**config.mk**
```make
export PLATFORM = sky130hd
export DESIGN_NAME = seg_scan_decoder
export DESIGN_NICKNAME = d
export VERILOG_FILES = /design/src/rtl/seg_scan_decoder.sv
export SDC_FILE = /design/constraint.sdc
export NUM_CORES = 1
export LEC_CHECK = 0
export BUFFER_PORTS_ARGS = -buffer_cell sky130_fd_sc_hd__buf_2
export CAP_MARGIN = 20
export CORE_ASPECT_RATIO = 0.5
export CORE_MARGIN = 2
export CORE_UTILIZATION = 62
export DETAILED_ROUTE_END_ITERATION = 10
export GPL_TIMING_DRIVEN = 0
export PLACE_DENSITY = 0.82
export SLEW_MARGIN = 20
export SYNTH_ARGS = -nofsm -noshare
export SYNTH_HDL_FRONTEND = slang
export SYNTH_SLANG_ARGS = --single-unit
```
**constraint.sdc**
```tcl
create_clock -name clk -period 7.95 [get_ports clk]
set_input_delay 0 -clock clk [delete_from_list [all_inputs] [get_ports clk]]
set_output_delay 0 -clock clk [all_outputs]
set_load 0.02 [all_outputs]
```
**src/rtl/seg_scan_decoder.sv**
```systemverilog
// seg_scan_decoder: samples a scanned two-digit common-anode display, decodes
// the settled segment patterns back to BCD and publishes a debounced value.
module seg_scan_decoder #(
  parameter int unsigned SETTLE_CYCLES  = 16,
  parameter int unsigned STABLE_FRAMES  = 2,
  parameter int unsigned TIMEOUT_CYCLES = 1_000_000
) (
  input  logic       clk,
  input  logic       rst,
  input  logic [7:0] seg_in,
  input  logic [1:0] sel_in,
  output logic [3:0] digit_tens,
  output logic [3:0] digit_ones,
  output logic [6:0] value,
  output logic       value_valid,
  output logic       value_update,
  output logic       err_pulse,
  output logic [7:0] err_count
);
  localparam int unsigned SW = $clog2(SETTLE_CYCLES);
  localparam int unsigned MW = $clog2(STABLE_FRAMES + 1);
  localparam int unsigned TW = $clog2(TIMEOUT_CYCLES + 1);
  localparam logic [SW-1:0] SETTLE_LAST = SW'(SETTLE_CYCLES - 1);
  localparam logic [MW-1:0] MATCH_FULL  = MW'(STABLE_FRAMES);
  localparam logic [TW-1:0] TO_LAST     = TW'(TIMEOUT_CYCLES - 1);
  localparam logic [TW-1:0] TO_MAX      = TW'(TIMEOUT_CYCLES);

  typedef enum logic [1:0] {WAIT_BOTH, GOT_ONES, GOT_TENS} state_t;

  logic [9:0]    r_sync1, r_sync2, r_last;
  logic [SW-1:0] r_settle;
  logic          r_taken;
  logic [TW-1:0] r_to;
  state_t        r_state, w_next;
  logic [3:0]    r_ones, r_tens, r_cand_t, r_cand_o;
  logic [MW-1:0] r_mcnt, w_mcnt_nx;

  logic       w_change, w_sample;
  logic [1:0] w_sel;
  logic [6:0] w_pat;
  logic [3:0] w_dig;
  logic       w_dig_ok, w_blank;
  logic       w_is_ones, w_is_tens, w_err, w_discard;
  logic       w_ones_acc, w_tens_acc, w_accept, w_timeout;
  logic       w_frame, w_same, w_commit;
  logic [3:0] w_fr_tens, w_fr_ones;
  logic [6:0] w_fr_value;

  assign w_change = (r_sync2 != r_last);
  assign w_sample = !w_change && !r_taken && (r_settle == SETTLE_LAST);
  assign w_sel    = r_sync2[9:8];
  assign w_pat    = r_sync2[6:0];

  always_ff @(posedge clk) begin
    if (rst) begin
      r_sync1  <= '1;
      r_sync2  <= '1;
      r_last   <= '1;
      r_settle <= '0;
      r_taken  <= 1'b0;
    end else begin
      r_sync1 <= {sel_in, seg_in};
      r_sync2 <= r_sync1;
      r_last  <= r_sync2;
      if (w_change) begin
        r_settle <= '0;
        r_taken  <= 1'b0;
      end else begin
        if (r_settle != SETTLE_LAST) r_settle <= r_settle + 1'b1;
        if (w_sample) r_taken <= 1'b1;
      end
    end
  end

  always_comb begin
    w_dig    = '0;
    w_dig_ok = 1'b1;
    w_blank  = 1'b0;
    case (w_pat)
      7'h40: w_dig = 4'd0;
      7'h79: w_dig = 4'd1;
      7'h24: w_dig = 4'd2;
      7'h30: w_dig = 4'd3;
      7'h19: w_dig = 4'd4;
      7'h12: w_dig = 4'd5;
      7'h02: w_dig = 4'd6;
      7'h78: w_dig = 4'd7;
      7'h00: w_dig = 4'd8;
      7'h10: w_dig = 4'd9;
      7'h7F: begin w_dig_ok = 1'b0; w_blank = 1'b1; end
      default: w_dig_ok = 1'b0;
    endcase
  end

  // Blank tens reads as 0 (w_dig stays 0); blank ones drops the frame silently.
  assign w_is_ones  = w_sample && (w_sel == 2'b10);
  assign w_is_tens  = w_sample && (w_sel == 2'b01);
  assign w_err      = (w_sample && (w_sel == 2'b00)) ||
                      ((w_is_ones || w_is_tens) && !w_dig_ok && !w_blank);
  assign w_discard  = w_is_ones && w_blank;
  assign w_ones_acc = w_is_ones && w_dig_ok;
  assign w_tens_acc = w_is_tens && (w_dig_ok || w_blank);
  assign w_accept   = w_ones_acc || w_tens_acc;
  assign w_timeout  = !w_accept && (r_to == TO_LAST);

  always_comb begin
    w_next    = r_state;
    w_frame   = 1'b0;
    w_fr_tens = r_tens;
    w_fr_ones = r_ones;
    if (w_err || w_timeout || w_discard) begin
      w_next = WAIT_BOTH;
    end else begin
      case (r_state)
        WAIT_BOTH: begin
          if (w_ones_acc)      w_next = GOT_ONES;
          else if (w_tens_acc) w_next = GOT_TENS;
        end
        GOT_ONES: begin
          if (w_tens_acc) begin
            w_frame   = 1'b1;
            w_fr_tens = w_dig;
            w_next    = WAIT_BOTH;
          end
        end
        GOT_TENS: begin
          if (w_ones_acc) begin
            w_frame   = 1'b1;
            w_fr_ones = w_dig;
            w_next    = WAIT_BOTH;
          end
        end
        default: w_next = WAIT_BOTH;
      endcase
    end
  end

  // match_cnt of 0 means no candidate, so the first frame always seeds it.
  assign w_same     = (r_mcnt != '0) && ({w_fr_tens, w_fr_ones} == {r_cand_t, r_cand_o});
  assign w_mcnt_nx  = !w_same ? MW'(1) : ((r_mcnt == MATCH_FULL) ? r_mcnt : r_mcnt + 1'b1);
  assign w_commit   = w_frame && (w_mcnt_nx == MATCH_FULL);
  assign w_fr_value = 7'(w_fr_tens) * 7'd10 + 7'(w_fr_ones);

  always_ff @(posedge clk) begin
    if (rst) begin
      r_state      <= WAIT_BOTH;
      r_ones       <= '0;
      r_tens       <= '0;
      r_cand_t     <= '0;
      r_cand_o     <= '0;
      r_mcnt       <= '0;
      r_to         <= '0;
      digit_tens   <= '0;
      digit_ones   <= '0;
      value        <= '0;
      value_valid  <= 1'b0;
      value_update <= 1'b0;
      err_pulse    <= 1'b0;
      err_count    <= '0;
    end else begin
      r_state      <= w_next;
      value_update <= 1'b0;
      err_pulse    <= w_err;
      if (w_err && (err_count != '1)) err_count <= err_count + 1'b1;
      if (w_ones_acc) r_ones <= w_dig;
      if (w_tens_acc) r_tens <= w_dig;

      if (w_err || w_timeout) begin
        r_mcnt <= '0;
      end else if (w_frame) begin
        r_mcnt <= w_mcnt_nx;
        if (!w_same) begin
          r_cand_t <= w_fr_tens;
          r_cand_o <= w_fr_ones;
        end
      end

      if (w_commit) begin
        digit_tens   <= w_fr_tens;
        digit_ones   <= w_fr_ones;
        value        <= w_fr_value;
        value_valid  <= 1'b1;
        value_update <= !value_valid || ({w_fr_tens, w_fr_ones} != {digit_tens, digit_ones});
      end

      if (w_accept)            r_to <= '0;
      else if (r_to != TO_MAX) r_to <= r_to + 1'b1;
      if (w_timeout) value_valid <= 1'b0;
    end
  end
endmodule

```
Word-level counts from Yosys, hierarchy flattened
Index checks and enable logic that the tools add are counted.
{"block": "word_totals", "wordCells": 115, "output_inout_bits": 26, "regBits": 101, "in_bits": 12}
{"block": "classes", "reduce_logical": 40, "eq_ne": 27, "mux": 20, "n_mul": 1, "n_bitwise": 3, "add_sub_neg": 5}
{"op": "case mux 4 bit (9 select lines)", "n": 1}
{"op": "equality test 7 bit, second input constant", "n": 4}
{"op": "2-to-1 mux 4 bit", "n": 6}
{"op": "equality test 7 x 5 -> 1 bit, second input constant", "n": 3}
{"op": "adder 20 x 1 -> 20 bit, second input constant", "n": 1}
{"op": "equality test 20 bit, second input constant", "n": 1}
{"op": "!= test 20 bit, second input constant", "n": 1}
{"op": "equality test 7 x 6 -> 1 bit, second input constant", "n": 2}
{"op": "logical AND 1 bit", "n": 14}
{"op": "2-to-1 mux 2 bit", "n": 6}
{"op": "OR reduction 2 bit", "n": 6}
{"op": "!= test 10 bit", "n": 1}
{"op": "OR reduction 10 bit", "n": 1}
{"op": "adder 8 x 1 -> 8 bit, second input constant", "n": 1}
{"op": "equality test 2 bit, second input constant", "n": 4}
{"op": "equality test 8 bit", "n": 1}
{"op": "!= test 8 bit", "n": 1}
{"op": "!= test 8 bit, second input constant", "n": 1}
{"op": "adder 7 x 4 -> 7 bit", "n": 1}
{"op": "equality test 7 x 2 -> 1 bit, second input constant", "n": 1}
{"op": "logical NOT 7 bit", "n": 1}
{"op": "logical OR 1 bit", "n": 7}
{"op": "logical NOT 1 bit", "n": 6}
{"op": "multiplier 4 x 3 -> 6 bit, second input constant", "n": 1}
{"op": "14 further kinds", "n": 24}

Depth between registers and ports, before layout
Gate-level depths: netlist of run 1.
{"block": "logic_depth", "ltp_word": 19, "mapped_depth": 18, "ltp_nobuf": 17}

Worst setup path after synthesis of run 1
OpenSTA, ideal clock, no wires.
{"block": "synth_path", "path_type": "register to register", "from": "register r_sync2[2]", "to": "register value[6]", "required_time_ps": 7822, "path_stages_with_launch": 17, "slack_ps": 3963, "synth_period_minus_slack_ps": 3987, "t_arrival_ps": 3860, "setup_ps": 128, "n_path_buf": 1, "cell_sequence": "dfxtp_1 clkbuf_1 xor2_1 nor4_4 nand4_2 a311oi_2 o221ai_2 mux2i_2 ha_1 ha_1 inv_1 fa_1 nor3b_1 xor2_1 xnor2_1 mux2i_1 nor2_1"}
{"block": "synth_between", "elab_chain_len": 17, "elab_cells_between_ends": 54, "cone_classes": "1 x add/sub; 1 x mul; 13 x eq/ne; 14 x mux; 25 x reduce/logical"}
{"element": "start, declared", "line_no": "30", "rtl": "logic [9:0] r_sync1, r_sync2, r_last;"}
{"element": "start signal, assigned", "line_no": "63", "rtl": "r_sync2 <= r_sync1;"}
{"element": "parallel branches: the longest is 11 deep, another holds OR reduction 10 bit"}
{"element": "2-to-1 mux 4 bit (*)", "line_no": "111", "rtl": "if (w_err || w_timeout || w_discard) begin"}
{"element": "net w_fr_tens[1]", "line_no": "46", "rtl": "logic [3:0] w_fr_tens, w_fr_ones;"}
{"element": "parallel branches: the longest is 5 deep, another holds adder 7 x 4 -> 7 bit"}
{"element": "end signal, assigned", "line_no": "181", "rtl": "value <= w_fr_value;"}
{"element": "end, declared", "line_no": "14", "rtl": "output logic [6:0] value,"}
Mark *: on every way through the listed nets, which the timed path passes.
A chain may end at the register's enable or synchronous reset.

Worst setup path after layout of run 1
Same ends and word-level chain as after synthesis.

==> results.sh, run 1 <==
export IMPL_endpoint_kind="flop"
export IMPL_yosysSeqAreaShare_pct=39.2
export IMPL_fp_dieW_um=132
export IMPL_place_area_um2=5420
export IMPL_max_freq_ghz=0.206
export IMPL_crit_family="adder cells"
export IMPL_synth_common_cells="dfxtp_1, nor2_1, xor2_1, or2_2, nand2_1"
export IMPL_min_path_type="input port to flop"
export IMPL_crit_chain="clkbuf_1 -> xor2_1 -> nor4_4 -> nand4_2 -> a311oi_2 -> o221ai_2 -> mux2i_2 -> ha_1 -> ha_1 -> inv_1 -> fa_1 -> nor3b_1 -> xor2_1 -> xnor2_1 -> mux2i_1 -> nor2_1"
export IMPL_cts_tree="built"
export IMPL_yosys_area_top_type="dfxtp_1"
export IMPL_place_congestion=0.920
export IMPL_relSlewSlack_pct=56.9
export IMPL_vdd_drop_max_mv=0.117
export IMPL_ys_types=66
export IMPL_yosys_area_share_adder_pct=4.66
export IMPL_rsz0062_at_grt="no"
export IMPL_grt_pass1_wl_um=17400
export IMPL_row_count=23
export IMPL_antenna_found_initial=0
export IMPL_numPortBuffers=36
export IMPL_finalMaxSlewViolations=0
export IMPL_period_share_pct=60.9
export IMPL_synth_warnings=0
export IMPL_yosys_top_cells_area="dfxtp_1, nor2_1, xor2_1"
export IMPL_cts_max_path_buffers=2
export IMPL_die_area_um2=9020
export IMPL_cp_start_kind="flop"
export IMPL_synth_simple_gate_area_share_pct=25.8
export IMPL_setup_viol=0
export IMPL_synth_xor_area_share_pct=8.38
export IMPL_synth_top_area_share_pct=39.2
export IMPL_maxCapViolCount=0
export IMPL_synth_nets=591
export IMPL_synth_compound_area_share_pct=9.39
export IMPL_viasPerCell=5.51
export IMPL_grt_overflow=0
export IMPL_grt_max_degree=20
export IMPL_finalClockSkew_ns=0.0106
export IMPL_slowest_delay_ns=0.58
export IMPL_post_drt_wl_per_cell_um=14.5
export IMPL_cellLeakagePower_nw=2.27
export IMPL_num_vias=4052
export IMPL_worstMarginPinSlew_ns=0.642
export IMPL_synthToLayoutAreaGrowth_pct=13.9
export IMPL_cp_arrival_ns=5.07
export IMPL_cts_made_buffers=9
export IMPL_crit_type="flop to flop"
export IMPL_crit_buf_inv=2
export IMPL_dp_hpwl_um=7570
export IMPL_cpMaxStageDelayCell="mux2i_2"
export IMPL_grt_pass1_vias=3695
export IMPL_antennaDiodeCount=0
export IMPL_drtIter0Drc=258
export IMPL_path_max_fanout=10
export IMPL_postRouteAntennaNets=0
export IMPL_yosysMostFrequentCell="dfxtp_1"
export IMPL_synth_cells=562
export IMPL_core_um2=8000
export IMPL_cts_root_buf="clkbuf_16"
export IMPL_syn_area_per_cell_um2=9.08
export IMPL_whs_ns=0.227
export IMPL_required_ns=8.18
export IMPL_drc=0
export IMPL_path_clk_slew_ns=0.07
export IMPL_synthMuxAreaShare_pct=7.99
export IMPL_post_route_min_period_ns=4.84
export IMPL_htree_levels=3
export IMPL_start_util_pct=63.8
export IMPL_io_pins=38
export IMPL_async_flop_share_pct=0
export IMPL_final_nets=648
export IMPL_synth_top_family_by_area="simple AND/OR/NAND/NOR gates"
export IMPL_cts_sinks=100
export IMPL_synthFlopType="dfxtp_1"
export IMPL_syn_area_um2=5100
export IMPL_fin_area_um2=5810
export IMPL_first_pass_iters=4
export IMPL_ys_ff_latch=100
export IMPL_fillers=644
export IMPL_clk_latency_ns=0.35
export IMPL_final_layout_size_suffix_gt1_share_pct=18.8
export IMPL_multi_input_area_um2=2870
export IMPL_status="finished clean"
export IMPL_synth_edf_count=0
export IMPL_seqCellArea_um2=2000
export IMPL_finalSetupTns_ns=0
export IMPL_hold_violations=0
export IMPL_grt_use_total_pct=24.6
export IMPL_routed_wl_um=10700
export IMPL_final_core_util_pct=72.6
export IMPL_p_per_area_nw_per_um2=170
export IMPL_die_height_um=68.2
[timing repair]
item	4_1_cts	5_1_grt
setup buffers	0	0
resized for setup	0	0
hold buffers	10	0
endpoints found under the hold margin	10	0
[placed cells by master (no fill, tap or decap), types with 9 or more instances in the layout]
cell / instances
xnor2_1: 14
buf_2: 40
nor3_1: 11
dfxtp_1: 100
inv_1: 26
nand3_1: 21
nor2b_1: 11
a21oi_1: 19
ha_1: 15
dlygate4sd3_1: 10
nor2_1: 80
mux2i_1: 27
clkbuf_1: 14
nand4_1: 11
clkbuf_16: 9
nand2_1: 28
xor2_1: 33
or2_2: 31
[cells by family (layout without fill, tap and decap cells)]
family | after synthesis | in the layout
AND/OR/NAND/NOR | 243 | 243
AO/OA/AOI/OAI | 64 | 64
XOR/XNOR | 48 | 48
multiplexers | 39 | 39
adder cells (fa/ha/maj) | 18 | 18
flip-flops | 100 | 100
buffers and inverters | 50 | 112
[worst register-to-register path, stage by stage, from the launching register on]
cell and delay [ns]:
dfxtp_1 0.36, clkbuf_1 0.37, xor2_1 0.17, nor4_4 0.29, nand4_2 0.33, a311oi_2 0.50, o221ai_2 0.31, mux2i_2 0.58
ha_1 0.34, ha_1 0.19, inv_1 0.06, fa_1 0.44, nor3b_1 0.28, xor2_1 0.22, xnor2_1 0.08, mux2i_1 0.15
nor2_1 0.05
[stage by stage]
stage	power (mW)	worst slack (ns)	instances
after global placement	0.570	3.36	710
after floorplan	0.559	3.96	562
after CTS	0.997	3.16	736
after global routing	1.03	2.73	736
final	0.989	3.11	736
after detailed placement	0.571	3.26	710
[sequential cells by signal (all words and copies together), names as in the netlist]
signal and flops:
r_to 20, r_last 10, r_sync1 10, r_sync2 10, err_count 8, value 6, digit_ones 4, digit_tens 4
r_cand_o 4, r_cand_t 4, r_ones 4, r_settle 4, r_tens 4, r_mcnt 2, r_state 2, err_pulse 1
r_taken 1, value_update 1, value_valid 1
[layout make-up]
cell class | count | share of cell area, %
tap | 112 | 2.41
sequential | 100 | 34.4
timing repair buffer | 46 | 4.82
clock buffer | 9 | 3.88
buffer | 24 | 2.35
clock inverter | 7 | 1.08
inverter | 26 | 1.68
multi-input combinational | 412 | 49.3
[layer usage]
metal	share of wire, %	GRT usage [%]	vias to the layer above	wire length [um]
met3	5.0	5.78	20	534
li1	-	-	2044	-
met5	0	0	-	0
met1	47	31.0	1887	5060
met4	1.7	7.93	0	184
met2	46	43.0	101	4920
[where the power goes]
part | internal, mW | switching, mW | total (mW)
logic | 0.0214 | 0.0296 | 0.0509
registers | 0.508 | 0.00479 | 0.513
clock network | 0.221 | 0.204 | 0.425
total | 0.750 | 0.238 | 0.989
[final timing paths]
path | from | endpoint | slack (ns) | cells after the start
max reg2reg | r_sync2[2] | value[6] | 3.11 | 16
max | r_sync2[2] | value[6] | 3.11 | 16
min reg2reg | r_sync1[4] | r_sync2[4] | 0.41 | 1
min | rst | r_cand_o[1] | 0.23 | 3
(Power assumes the default switching activity.)
==> run 2, diff against run 1 <==
--- a/config.mk
+++ b/config.mk
@@ -9,10 +9,10 @@
 export CAP_MARGIN = 20
 export CORE_ASPECT_RATIO = 0.5
 export CORE_MARGIN = 2
-export CORE_UTILIZATION = 62
+export CORE_UTILIZATION = 54
 export DETAILED_ROUTE_END_ITERATION = 10
 export GPL_TIMING_DRIVEN = 0
-export PLACE_DENSITY = 0.82
+export PLACE_DENSITY = 0.76
 export SLEW_MARGIN = 20
 export SYNTH_ARGS = -nofsm -noshare
 export SYNTH_HDL_FRONTEND = slang
==> constraint.sdc (replaced) <==
create_clock -name clk -period 4.4 [get_ports clk]
set_input_delay 0 -clock clk [delete_from_list [all_inputs] [get_ports clk]]
set_output_delay 0 -clock clk [all_outputs]
set_load 0.02 [all_outputs]
==> results.sh, run 2 (synthesized netlist as in run 1, its figures left out) <==
export IMPL_grt_pass1_vias=3915
export IMPL_grt_pass1_wl_um=18300
export IMPL_io_pins=38
export IMPL_cts_max_path_buffers=2
export IMPL_endpoint_kind="flop"
export IMPL_grt_use_total_pct=22.7
export IMPL_cellLeakagePower_nw=2.34
export IMPL_hp_start="rst"
export IMPL_cts_tree="built"
export IMPL_worstMarginPinSlew_ns=0.638
export IMPL_routed_wl_um=11300
export IMPL_antennaDiodeCount=0
export IMPL_start_util_pct=54.8
export IMPL_final_layout_size_suffix_gt1_share_pct=21.9
export IMPL_p_per_area_nw_per_um2=300
export IMPL_endpoint="value[6]"
export IMPL_setup_viol=0
export IMPL_htree_levels=3
export IMPL_relSlewSlack_pct=57.1
export IMPL_final_cells=757
export IMPL_post_drt_wl_per_cell_um=14.9
export IMPL_cts_made_buffers=9
export IMPL_grt_max_degree=17
export IMPL_hold_violations=0
export IMPL_pre_cts_slack_ns=-0.396
export IMPL_dp_hpwl_um=7770
export IMPL_fp_dieW_um=141
export IMPL_min_path_type="input port to flop"
export IMPL_path_max_fanout=10
export IMPL_critical_path_startpoint="r_sync2[1]"
export IMPL_post_route_min_period_ns=4.24
export IMPL_final_common_cell="dfxtp_1"
export IMPL_die_area_um2=10300
export IMPL_clk_latency_ns=0.35
export IMPL_finalMaxSlewViolations=0
export IMPL_status="finished clean"
export IMPL_place_congestion=0.887
export IMPL_core_um2=9320
export IMPL_period_share_pct=96.4
export IMPL_num_vias=4229
export IMPL_drc=0
export IMPL_numPortBuffers=36
export IMPL_fillers=783
export IMPL_cp_arrival_ns=4.46
export IMPL_cts_sinks=100
export IMPL_slowest_delay_ns=0.44
export IMPL_cpMaxStageDelayCell="fa_1"
export IMPL_first_pass_iters=5
export IMPL_finalClockSkew_ns=0.00456
export IMPL_max_freq_ghz=0.236
export IMPL_postRouteAntennaNets=0
export IMPL_path_clk_slew_ns=0.07
export IMPL_antenna_found_initial=0
export IMPL_timing_rr_start="r_sync2[1]"
export IMPL_place_inst=719
export IMPL_vdd_drop_max_mv=0.200
export IMPL_drtIter0Drc=227
export IMPL_grt_overflow=0
export IMPL_maxCapViolCount=0
export IMPL_reg2reg_depth=18
export IMPL_die_height_um=72.7
export IMPL_synthToLayoutAreaGrowth_pct=17.9
export IMPL_row_count=25
export IMPL_final_nets=661
export IMPL_r2r_end="value[6]"
export IMPL_crit_chain="clkbuf_2 -> xor2_1 -> nor4_4 -> buf_4 -> nand4_1 -> buf_4 -> a31oi_4 -> mux2_2 -> mux2_4 -> ha_1 -> ha_1 -> inv_1 -> fa_1 -> nor3b_1 -> xor2_1 -> xnor2_1 -> mux2i_1 -> nor2_1"
export IMPL_final_cell_mix="dfxtp_1, nor2_1, buf_2"
export IMPL_top_register="r_to"
export IMPL_cp_start_kind="flop"
export IMPL_viasPerCell=5.59
export IMPL_r2r_setup_slack_ns=0.16
export IMPL_largest_register_ffs=20
export IMPL_required_ns=4.62
export IMPL_cts_root_buf="clkbuf_16"
export IMPL_crit_type="flop to flop"
export IMPL_setup_slack_ns=0.160
==> run 2: per-stage QoR <==
step / TNS [ns] / util, % / instance area [um^2] / hold slack, ns / power (mW)
final: 0 / 64.6 / 6020 / 0.258 / 1.81
after floorplan: 0 / - / 5100 / 0.104 / 1.01
after global placement: -0.241 / 58.3 / 5440 / 0.186 / 1.03
after detailed placement: -0.396 / 58.3 / 5440 / 0.184 / 1.03
after global routing: -0.0591 / 64.6 / 6020 / 0.299 / 1.88
after CTS: 0 / 63.3 / 5900 / 0.220 / 1.81
==> run 2: worst min path at each step <==
stage          cells after the start     endpoint
5_1_grt                            3  r_cand_o[0]
3_5_place_dp                       2   r_sync1[4]
4_1_cts                            3  r_cand_t[1]
3_3_place_gp                       2   r_sync1[7]
2_1_floorplan                      1   r_sync1[0]
6_report                           3  r_cand_o[0]
==> run 2: worst max-delay path: cells and delay by family, from the launching register on <==
family | cells | cell delay (ns)
compound gates | 1 | 0.18
xor+xnor | 3 | 0.44
fa+ha+maj | 3 | 0.82
buf+inv | 4 | 0.71
flops | 1 | 0.37
mux | 3 | 0.83
simple gates | 4 | 0.77
==> run 2: layout make-up <==
cell class | count | area, um^2 | share of cell area, %
multi-input cells | 412 | 2960 | 49.1
well taps | 121 | 151 | 2.52
flip-flops and latches | 100 | 2000 | 33.3
clock inverters | 6 | 66.3 | 1.10
plain buffers | 24 | 141 | 2.35
repair buffers | 59 | 378 | 6.28
clock buffers | 9 | 225 | 3.74
inverters | 26 | 97.6 | 1.62
==> run 2: repair_timing <==
| action | 4_1_cts | 5_1_grt |
|---|---|---|
| gates resized for setup | 8 | 11 |
| pin swaps | 1 | 7 |
| setup buffers | 2 | 11 |
| endpoints found under the setup margin | 2 | 12 |
| endpoints found under the hold margin | 10 | 0 |
| hold buffers | 10 | 0 |
==> run 2: where the power goes <==
part           internal (mW)  switching (mW)  total, mW
sequential             0.919         0.00884      0.928
clock                  0.437           0.337      0.774
combinational         0.0469          0.0594      0.106
total                   1.40           0.405       1.81
==> run 2: routing by layer <==
| layer | wire length, um | global-route usage, % |
|---|---|---|
| met1 | 5330 | 28.3 |
| met3 | 545 | 6.89 |
| met2 | 5080 | 37.2 |
| met4 | 352 | 9.67 |
| met5 | 0 | 0 |
==> run 3, diff against run 2 <==
--- a/config.mk
+++ b/config.mk
@@ -10,9 +10,11 @@
 export CORE_ASPECT_RATIO = 0.5
 export CORE_MARGIN = 2
 export CORE_UTILIZATION = 54
+export CTS_BUF_LIST = sky130_fd_sc_hd__clkbuf_16
 export DETAILED_ROUTE_END_ITERATION = 10
 export GPL_TIMING_DRIVEN = 0
 export PLACE_DENSITY = 0.76
+export SETUP_SLACK_MARGIN = 0.1
 export SLEW_MARGIN = 20
 export SYNTH_ARGS = -nofsm -noshare
 export SYNTH_HDL_FRONTEND = slang
==> results.sh, run 3 (synthesized netlist as in run 1, its figures left out) <==
export IMPL_status="finished clean"
export IMPL_timing_rr_start="r_sync2[3]"
export IMPL_grt_max_degree=17
export IMPL_first_pass_iters=5
export IMPL_fp_dieW_um=141
export IMPL_cts_sinks=100
export IMPL_row_count=25
export IMPL_cts_tree="built"
export IMPL_grt_use_total_pct=22.9
export IMPL_p_per_area_nw_per_um2=300
export IMPL_post_route_min_period_ns=4.08
export IMPL_htree_levels=3
export IMPL_postRouteAntennaNets=0
export IMPL_viasPerCell=5.60
export IMPL_endpoint="value[6]"
export IMPL_die_height_um=72.7
export IMPL_reg2reg_depth=17
export IMPL_min_path_type="input port to flop"
export IMPL_relSlewSlack_pct=55.9
export IMPL_grt_pass1_wl_um=18500
export IMPL_hold_violations=0
export IMPL_cts_root_buf="clkbuf_16"
export IMPL_drtIter0Drc=250
export IMPL_start_util_pct=54.8
export IMPL_path_clk_slew_ns=0.07
export IMPL_endpoint_kind="flop"
export IMPL_worstMarginPinSlew_ns=0.656
export IMPL_place_congestion=0.887
export IMPL_numPortBuffers=36
export IMPL_dp_hpwl_um=7770
export IMPL_finalMaxSlewViolations=0
export IMPL_final_layout_size_suffix_gt1_share_pct=22.2
export IMPL_cts_max_path_buffers=2
export IMPL_critical_path_startpoint="r_sync2[3]"
export IMPL_r2r_end="value[6]"
export IMPL_rsz0062_at_grt="no"
export IMPL_antenna_found_initial=0
export IMPL_largest_register_ffs=20
export IMPL_fillers=788
export IMPL_synthToLayoutAreaGrowth_pct=18.1
export IMPL_clk_latency_ns=0.35
export IMPL_num_vias=4236
export IMPL_vdd_drop_max_mv=0.199
export IMPL_setup_viol=0
export IMPL_die_area_um2=10300
export IMPL_grt_pass1_vias=3923
export IMPL_power_mw=1.81
export IMPL_final_core_util_pct=64.7
export IMPL_top_register="r_to"
export IMPL_required_ns=4.62
export IMPL_final_nets=660
export IMPL_seqCellArea_um2=2000
export IMPL_max_freq_ghz=0.245
export IMPL_maxCapViolCount=0
export IMPL_io_pins=38
export IMPL_crit_type="flop to flop"
export IMPL_final_cell_mix="dfxtp_1, nor2_1, buf_2"
export IMPL_grt_overflow=0
export IMPL_period_share_pct=92.8
export IMPL_core_um2=9320
export IMPL_cellLeakagePower_nw=2.35
export IMPL_cp_arrival_ns=4.30
export IMPL_finalClockSkew_ns=0.00449
export IMPL_multi_input_area_um2=2970
export IMPL_cp_start_kind="flop"
export IMPL_routed_wl_um=11400
export IMPL_path_max_fanout=10
export IMPL_final_common_cell="dfxtp_1"
export IMPL_cts_made_buffers=9
export IMPL_drc=0
export IMPL_r2r_setup_slack_ns=0.32
export IMPL_post_drt_wl_per_cell_um=15.1
export IMPL_antennaDiodeCount=0
[run 3: changes by cell type in the layout (fill, tap and decap cells not counted), sizes merged]
cell,previous run,this run
clkbuf,24,22
buf,58,59
[run 3: how the worst min path moves through the flow]
stage	start	end	cells past startpoint
2_1_floorplan	seg_in[0]	r_sync1[0]	1
4_1_cts	rst	r_cand_t[1]	3
3_5_place_dp	seg_in[4]	r_sync1[4]	2
3_3_place_gp	seg_in[7]	r_sync1[7]	2
6_report	rst	r_cand_o[2]	3
5_1_grt	rst	r_cand_o[0]	3
[run 3: critical path, stage by stage (launching register included)]
cell and delay [ns]:
dfxtp_1 0.31, buf_6 0.13, or4_1 0.49, nor3_1 0.23
nor3_2 0.12, buf_6 0.18, a31oi_4 0.22, mux2_2 0.38
mux2_4 0.32, ha_1 0.21, ha_1 0.17, inv_1 0.06
fa_1 0.45, nor3b_2 0.22, xor2_1 0.21, xnor2_1 0.09
mux2i_1 0.14, nor2_1 0.05
[run 3: area by class of cell]
type,instances,area share (%)
multi-input combinational,412,49.2
timing repair buffer,59,6.27
inverter,26,1.62
clock inverter,6,1.10
sequential,100,33.2
buffer,23,2.37
clock buffer,9,3.74
tap,121,2.51
[run 3: metrics by stage]
stage | TNS (ns) | std cells | hold slack, ns | setup WS [ns] | area, um^2
final | 0 | 756 | 0.267 | 0.318 | 6030
after global routing | 0 | 756 | 0.300 | 0.0833 | 6030
after CTS | 0 | 749 | 0.220 | 0.129 | 5930
after detailed placement | -0.396 | 719 | 0.184 | -0.396 | 5440
after global placement | -0.241 | 719 | 0.186 | -0.241 | 5440
after floorplan | 0 | 562 | 0.104 | 0.413 | 5100
[run 3: power by group]
| part | total [mW] | internal [mW] | leakage (nW) | switching (mW) |
|---|---|---|---|---|
| logic | 0.105 | 0.0456 | 1.40 | 0.0589 |
| clock network | 0.777 | 0.437 | 0.134 | 0.340 |
| registers | 0.928 | 0.919 | 0.812 | 0.00889 |
[run 3: routing by layer]
layer,global-route usage [%],routed length [um],part of all wire [%],vias up
li1,-,-,-,2066
met1,28.4,5240,46,2010
met2,37.8,5200,45,128
met3,6.36,622,5.4,32
met4,10.7,372,3.3,0
met5,0,0,0,-
[run 3: repair_timing]
action	in CTS	in global routing
pin swaps	2	8
buffers inserted	5	8
endpoints found under the hold margin	10	0
gates resized for setup	10	15
endpoints found under the setup margin	15	21
hold buffers	10	0
